**config.mk**
```make
export PLATFORM = sky130hd
export DESIGN_NAME = pc_fetch_unit_flat
export DESIGN_NICKNAME = d
export VERILOG_FILES = /design/src/rtl/pc_fetch_unit_if.sv /design/src/rtl/pc_fetch_unit.sv /design/src/flat_wrapper.sv
export SDC_FILE = /design/constraint.sdc
export NUM_CORES = 1
export LEC_CHECK = 0
export CAP_MARGIN = 5
export CELL_PAD_IN_SITES_DETAIL_PLACEMENT = 1
export CELL_PAD_IN_SITES_GLOBAL_PLACEMENT = 1
export CORE_MARGIN = 2
export CORE_UTILIZATION = 25
export CTS_BUF_LIST = sky130_fd_sc_hd__clkbuf_2 sky130_fd_sc_hd__clkbuf_4 sky130_fd_sc_hd__clkbuf_8
export CTS_CLUSTER_SIZE = 24
export DETAILED_ROUTE_END_ITERATION = 16
export GPL_TIMING_DRIVEN = 0
export PLACE_DENSITY_LB_ADDON = 0.1
export SLEW_MARGIN = 20
export SYNTH_ARGS = -nofsm -noshare
export SYNTH_HDL_FRONTEND = slang
export SYNTH_SLANG_ARGS = --single-unit
```
**constraint.sdc**
```tcl
create_clock -name clk -period 4 [get_ports clk]
set_input_delay 0.8 -clock clk [delete_from_list [all_inputs] [get_ports clk]]
set_output_delay 0.8 -clock clk [all_outputs]
set_load 0.01 [all_outputs]
```
**src/rtl/pc_fetch_unit_if.sv**
```systemverilog
// pc_fetch_unit_if: next-PC controls, instruction-memory req/ack bus and decode valid/ready bus
interface pc_fetch_unit_if;
    logic [2:0]  pcsel;
    logic [15:0] literal;
    logic [31:0] jt;
    logic        imem_req;
    logic [31:0] imem_addr;
    logic        imem_ack;
    logic [31:0] imem_rdata;
    logic [31:0] instr;
    logic        instr_valid;
    logic        instr_ready;
    logic [31:0] pc;
    logic [31:0] pc_plus4;
    modport master (
        input  pcsel, literal, jt, imem_ack, imem_rdata, instr_ready,
        output imem_req, imem_addr, instr, instr_valid, pc, pc_plus4
    );
    modport slave (
        output pcsel, literal, jt, imem_ack, imem_rdata, instr_ready,
        input  imem_req, imem_addr, instr, instr_valid, pc, pc_plus4
    );
endinterface

```
**src/rtl/pc_fetch_unit.sv**
```systemverilog
// pc_fetch_unit: program counter plus single-outstanding instruction fetch feeding the control unit
module pc_fetch_unit #(
    parameter logic [31:0] RESET_VECTOR = 32'h8000_0000,
    parameter logic [31:0] ILLOP_VECTOR = 32'h8000_0004,
    parameter logic [31:0] XADR_VECTOR  = 32'h8000_0008
) (
    input  logic              clk,
    input  logic              reset,
    pc_fetch_unit_if.master   bus
);
    typedef enum logic [1:0] {IDLE, FETCH, HOLD} state_t;
    state_t      r_state, w_state_nxt;
    logic [31:0] r_pc, r_instr, w_pc_plus4, w_branch, w_next_pc;
    logic        r_valid, w_fetch_done, w_accept;
    assign w_pc_plus4 = r_pc + 32'd4;
    assign w_branch   = w_pc_plus4 + {{14{bus.literal[15]}}, bus.literal, 2'b00};
    // branches keep the supervisor bit; jumps may only clear it
    always_comb begin
        case (bus.pcsel)
            3'd0:    w_next_pc = {w_pc_plus4[31:2], 2'b00};
            3'd1:    w_next_pc = {r_pc[31], w_branch[30:2], 2'b00};
            3'd2:    w_next_pc = {r_pc[31] & bus.jt[31], bus.jt[30:2], 2'b00};
            3'd4:    w_next_pc = XADR_VECTOR;
            default: w_next_pc = ILLOP_VECTOR;
        endcase
    end
    always_comb begin
        w_state_nxt  = r_state;
        w_fetch_done = 1'b0;
        w_accept     = 1'b0;
        case (r_state)
            IDLE:    w_state_nxt = FETCH;
            FETCH: begin
                w_fetch_done = bus.imem_ack;
                w_state_nxt  = bus.imem_ack ? HOLD : FETCH;
            end
            HOLD: begin
                w_accept    = r_valid & bus.instr_ready;
                w_state_nxt = (r_valid & bus.instr_ready) ? FETCH : HOLD;
            end
            default: w_state_nxt = IDLE;
        endcase
    end
    always_ff @(posedge clk) begin
        if (reset) begin
            r_state <= IDLE;
            r_pc    <= RESET_VECTOR;
            r_instr <= '0;
            r_valid <= 1'b0;
        end else begin
            r_state <= w_state_nxt;
            if (w_fetch_done) begin
                r_instr <= bus.imem_rdata;
                r_valid <= 1'b1;
            end
            if (w_accept) begin
                r_valid <= 1'b0;
                r_pc    <= w_next_pc;
            end
        end
    end
    assign bus.imem_req    = (r_state == FETCH);
    assign bus.imem_addr   = r_pc;
    assign bus.instr       = r_instr;
    assign bus.instr_valid = r_valid;
    assign bus.pc          = r_pc;
    assign bus.pc_plus4    = w_pc_plus4;
endmodule

```
**src/flat_wrapper.sv**
```systemverilog
// flat-port wrapper written by rule: the top's interface ports become plain ports
module pc_fetch_unit_flat 
#(
    parameter logic [31:0] RESET_VECTOR = 32'h8000_0000,
    parameter logic [31:0] ILLOP_VECTOR = 32'h8000_0004,
    parameter logic [31:0] XADR_VECTOR  = 32'h8000_0008
)
  (clk, reset, bus_pcsel, bus_literal, bus_jt, bus_imem_ack, bus_imem_rdata, bus_instr_ready, bus_imem_req, bus_imem_addr, bus_instr, bus_instr_valid, bus_pc, bus_pc_plus4);
  pc_fetch_unit_if bus_i ();
  input  logic clk;
  input  logic reset;
  input wire logic [$bits(bus_i.pcsel)-1:0] bus_pcsel;
  input wire logic [$bits(bus_i.literal)-1:0] bus_literal;
  input wire logic [$bits(bus_i.jt)-1:0] bus_jt;
  input wire logic [$bits(bus_i.imem_ack)-1:0] bus_imem_ack;
  input wire logic [$bits(bus_i.imem_rdata)-1:0] bus_imem_rdata;
  input wire logic [$bits(bus_i.instr_ready)-1:0] bus_instr_ready;
  output wire logic [$bits(bus_i.imem_req)-1:0] bus_imem_req;
  output wire logic [$bits(bus_i.imem_addr)-1:0] bus_imem_addr;
  output wire logic [$bits(bus_i.instr)-1:0] bus_instr;
  output wire logic [$bits(bus_i.instr_valid)-1:0] bus_instr_valid;
  output wire logic [$bits(bus_i.pc)-1:0] bus_pc;
  output wire logic [$bits(bus_i.pc_plus4)-1:0] bus_pc_plus4;
  assign bus_i.pcsel = bus_pcsel;
  assign bus_i.literal = bus_literal;
  assign bus_i.jt = bus_jt;
  assign bus_i.imem_ack = bus_imem_ack;
  assign bus_i.imem_rdata = bus_imem_rdata;
  assign bus_i.instr_ready = bus_instr_ready;
  assign bus_imem_req = bus_i.imem_req;
  assign bus_imem_addr = bus_i.imem_addr;
  assign bus_instr = bus_i.instr;
  assign bus_instr_valid = bus_i.instr_valid;
  assign bus_pc = bus_i.pc;
  assign bus_pc_plus4 = bus_i.pc_plus4;
  pc_fetch_unit #(.RESET_VECTOR(RESET_VECTOR), .ILLOP_VECTOR(ILLOP_VECTOR), .XADR_VECTOR(XADR_VECTOR)) u_core (.clk(clk), .reset(reset), .bus(bus_i));
endmodule
```
==> flow_summary.toml <==
[run_status]
status = "complete, no violations"

[global_routing]
grt_pass1_wl_um = 33900
grt_pass1_vias = 5908
antenna_found_initial = 0
grt_max_degree = 18
grt_usage_pct = 20.0
grt_overflow_total = 0

[cells_and_area]
regArea_um2 = 1310
final_util_pct = 39.2
fillCellCount = 2427
nNetsFinal = 1006
layout-drive-gt1-share_pct = 10.7
area_delta_synth_final_pct = 54.1
final_cell_mix = "clkdlybuf4s50_1, nand2_1, a21oi_1"
final_common_cell = "clkdlybuf4s50_1"
multi_input_area_um2 = 3530

[placed_design]
io_buffers = 207
hpwl_um = 17600
place_congestion = 0.853

[worst_setup_path]
cp_max_fo = 17
timing.rr.start = "u_core.bus.imem_addr[3]$_SDFFE_PP0P_"
reg2reg_to = "u_core.bus.imem_addr[27]$_SDFFE_PP0P_"
cpMaxStageDelayCell = "clkdlybuf4s50_1"
crit_path_max_incr_delay_ps = 1030
rr_worst_depth = 15
endpoint_kind = "flop"
cp.arrival_ps = 4050
critPathRequiredTime_ps = 4250
worstSetupPathType = "primary input to flop"
r2r_slack_ps = 260
cp_top_family = "compound AO/OA/AOI/OAI gates"
path_buf_inv = 2
worstSetupStartpointType = "primary input"
path_cells = "clkdlybuf4s50_1 > ha_1 > clkbuf_1 > a21o_1 > o21bai_1 > a221o_1 > a21oi_1 > o21ai_2 > a221oi_2 > xor2_1 > o21ai_1"

[pwr]
switching_share_pct = 30.1
p_int_uw = 1120
sequentialPowerShare_pct = 42.3
ir_worst_vdd_uv = 116
pwr-share-clk_pct = 38.4
power.total_uw = 1600
power.density_nw_per_um2 = 202
p_leak_uw = 0.00321
p_sw_uw = 482
comb_power_share_pct = 19.4

[synth]
synth_area_um2 = 5130
synth_edf_count = 0
synthArstFlopShare_pct = 0
synth_flop_cell = "dfxtp_1"
yosysSeqAreaShare_pct = 25.4
syn_inst = 659
ys_warn_count = 0
avgSynthCellArea_um2 = 7.78
ys_ff_latch = 65
ys_types = 68

[detailed_routing]
met1_length_um = 9910
wl_met3_um = 1020
wirelength_um = 22100
drt_iter0_drc = 210
wl_met2_um = 10900
ant_nets = 0
top_layer = "met4"
drtPass1Iterations = 5
vias_per_cell = 4.95
vias = 5737
drc = 0
wl_per_cell_um = 19.1

[floorplanning]
start_util_pct = 25.4
fp.dieArea_um2 = 21700
die_h_um = 147
core-area_um2 = 20200
io_pins = 217
core.rowCount = 52
dieWidth_um = 147

[sta]
slew_viol_final = 0
fmax_mhz = 263
finalHoldViolCount = 0
whs_ps = 458
rsz0062_at_grt = "no"
timing.final.crit_share_pct = 95.1
fin_worst_skew_ps = 15.4
slew_headroom_pct = 42.2
setup_violations = 0
post-route-min-period_ps = 3800
worst_slew_pin_slew_ps = 865

[cts]
clock_sinks = 65
cts_tree = "built"
cts_inserted_buffers = 9
cts-root-buf = "clkbuf_8"
cts_max_level = 3
clkLatencyLatePin_ps = 370
cts_hold_buffers = 0
clk_pin_slew_ps = 90
clock_path_buffers = 2

[hold_path]
hold_path_depth = 2
min_path_type = "flop to flop"
holdPathEnd = "u_core.bus.instr[8]$_SDFFE_PP0P_"
worstHoldStart = "u_core.bus.instr[8]$_SDFFE_PP0P_"

[flow_run]
maxCapViolations = 0
[flip-flops by register name, summed over array words and instances (netlist names)]
register                flops
u_core.bus.imem_addr       30
u_core.bus.instr           32
u_core.bus.instr_valid      1
u_core.r_state              2
[power groups by stage]
stage          Clock, uW  Sequential (uW)  Combinational [uW]
2_1_floorplan          0              698                 130
3_3_place_gp           0              690                 305
3_5_place_dp           0              692                 310
4_1_cts              634              677                 311
5_1_grt              661              679                 338
6_report             614              676                 310
[cells in the mapped netlist (6+ instances only)]
cell type	count	area, um^2
xor2_1	18	158
nor3_1	6	30.0
clkbuf_1	30	113
and2_1	7	43.8
o21ai_0	30	150
dfxtp_1	65	1300
ha_1	34	425
and3_1	14	87.6
inv_1	8	30.0
nand3_1	25	125
a21oi_1	70	350
nand4_1	9	56.3
a21o_1	20	150
a222oi_1	8	80.1
nor2_1	43	161
xnor2_1	34	298
nand2_1	98	368
buf_4	37	278
a22oi_1	13	97.6
[logic make-up after synthesis]
logic type,share of synthesized area [%]
compound gates,26.0
simple gates,21.8
other cells,0.0731
fa+ha+maj,8.68
xor+xnor,9.20
mux,0.585
flops,25.4
buf+inv,8.37
[area by class of cell]
class,instances,area share (%)
Sequential cell,65,16.6
Multi-Input combinational cell,522,44.7
Antenna cell,1,0.0317
Buffer,68,5.00
Tap cell,270,4.27
Inverter,8,0.380
Timing Repair Buffer,210,26.5
Clock inverter,7,0.997
Clock buffer,9,1.57
[stage by stage]
step                area, um^2  worst slack (ps)  instances  TNS, ps
CTS                       7790              48.4       1158        0
floorplan                 5150               564        664        0
detailed placement        7560              -261       1141     -858
global route              7900              23.5       1159        0
global placement          7560              -209       1141     -637
finish                    7900               198       1160        0
[what timing repair did]
item                       4_1_cts  5_1_grt
hold endpoints to repair         0        0
setup buffers                    1        2
resized for setup                7       19
pin swaps                        0        2
cloned                           0        0
setup endpoints to repair        6       14
[how the worst max path moves through the flow]
| stage | start | endpoint | slack, ps | depth (start not counted) |
|---|---|---|---|---|
| detailed placement | u_core.bus.imem_addr[2]$_SDFFE_PP0P_ | u_core.bus.imem_addr[25]$_SDFFE_PP0P_ | -260 | 13 |
| floorplan | u_core.bus.imem_addr[12]$_SDFFE_PP0P_ | u_core.bus.imem_addr[27]$_SDFFE_PP0P_ | 560 | 14 |
| global route | u_core.bus.imem_addr[6]$_SDFFE_PP0P_ | u_core.bus.imem_addr[24]$_SDFFE_PP0P_ | 20 | 14 |
| global placement | u_core.bus.imem_addr[2]$_SDFFE_PP0P_ | u_core.bus.imem_addr[27]$_SDFFE_PP0P_ | -210 | 15 |
| CTS | u_core.bus.imem_addr[2]$_SDFFE_PP0P_ | u_core.bus.imem_addr[29]$_SDFFE_PP0P_ | 50 | 15 |
| finish | bus_literal[15] | u_core.bus.imem_addr[27]$_SDFFE_PP0P_ | 200 | 11 |
[worst min-delay path, stage by stage, from the launching register on]
cell	delay (ps)
dfxtp_1	320
nand2_1	50
a21oi_1	50
[per-layer routing]
metal  GRT usage [%]  vias to the layer above
met4            4.86                        0
met2            34.9                      155
met5               0                        -
met1            25.8                     2784
met3            3.23                       17
li1                -                     2781
No activity file was read; power rests on OpenSTA's default activity.
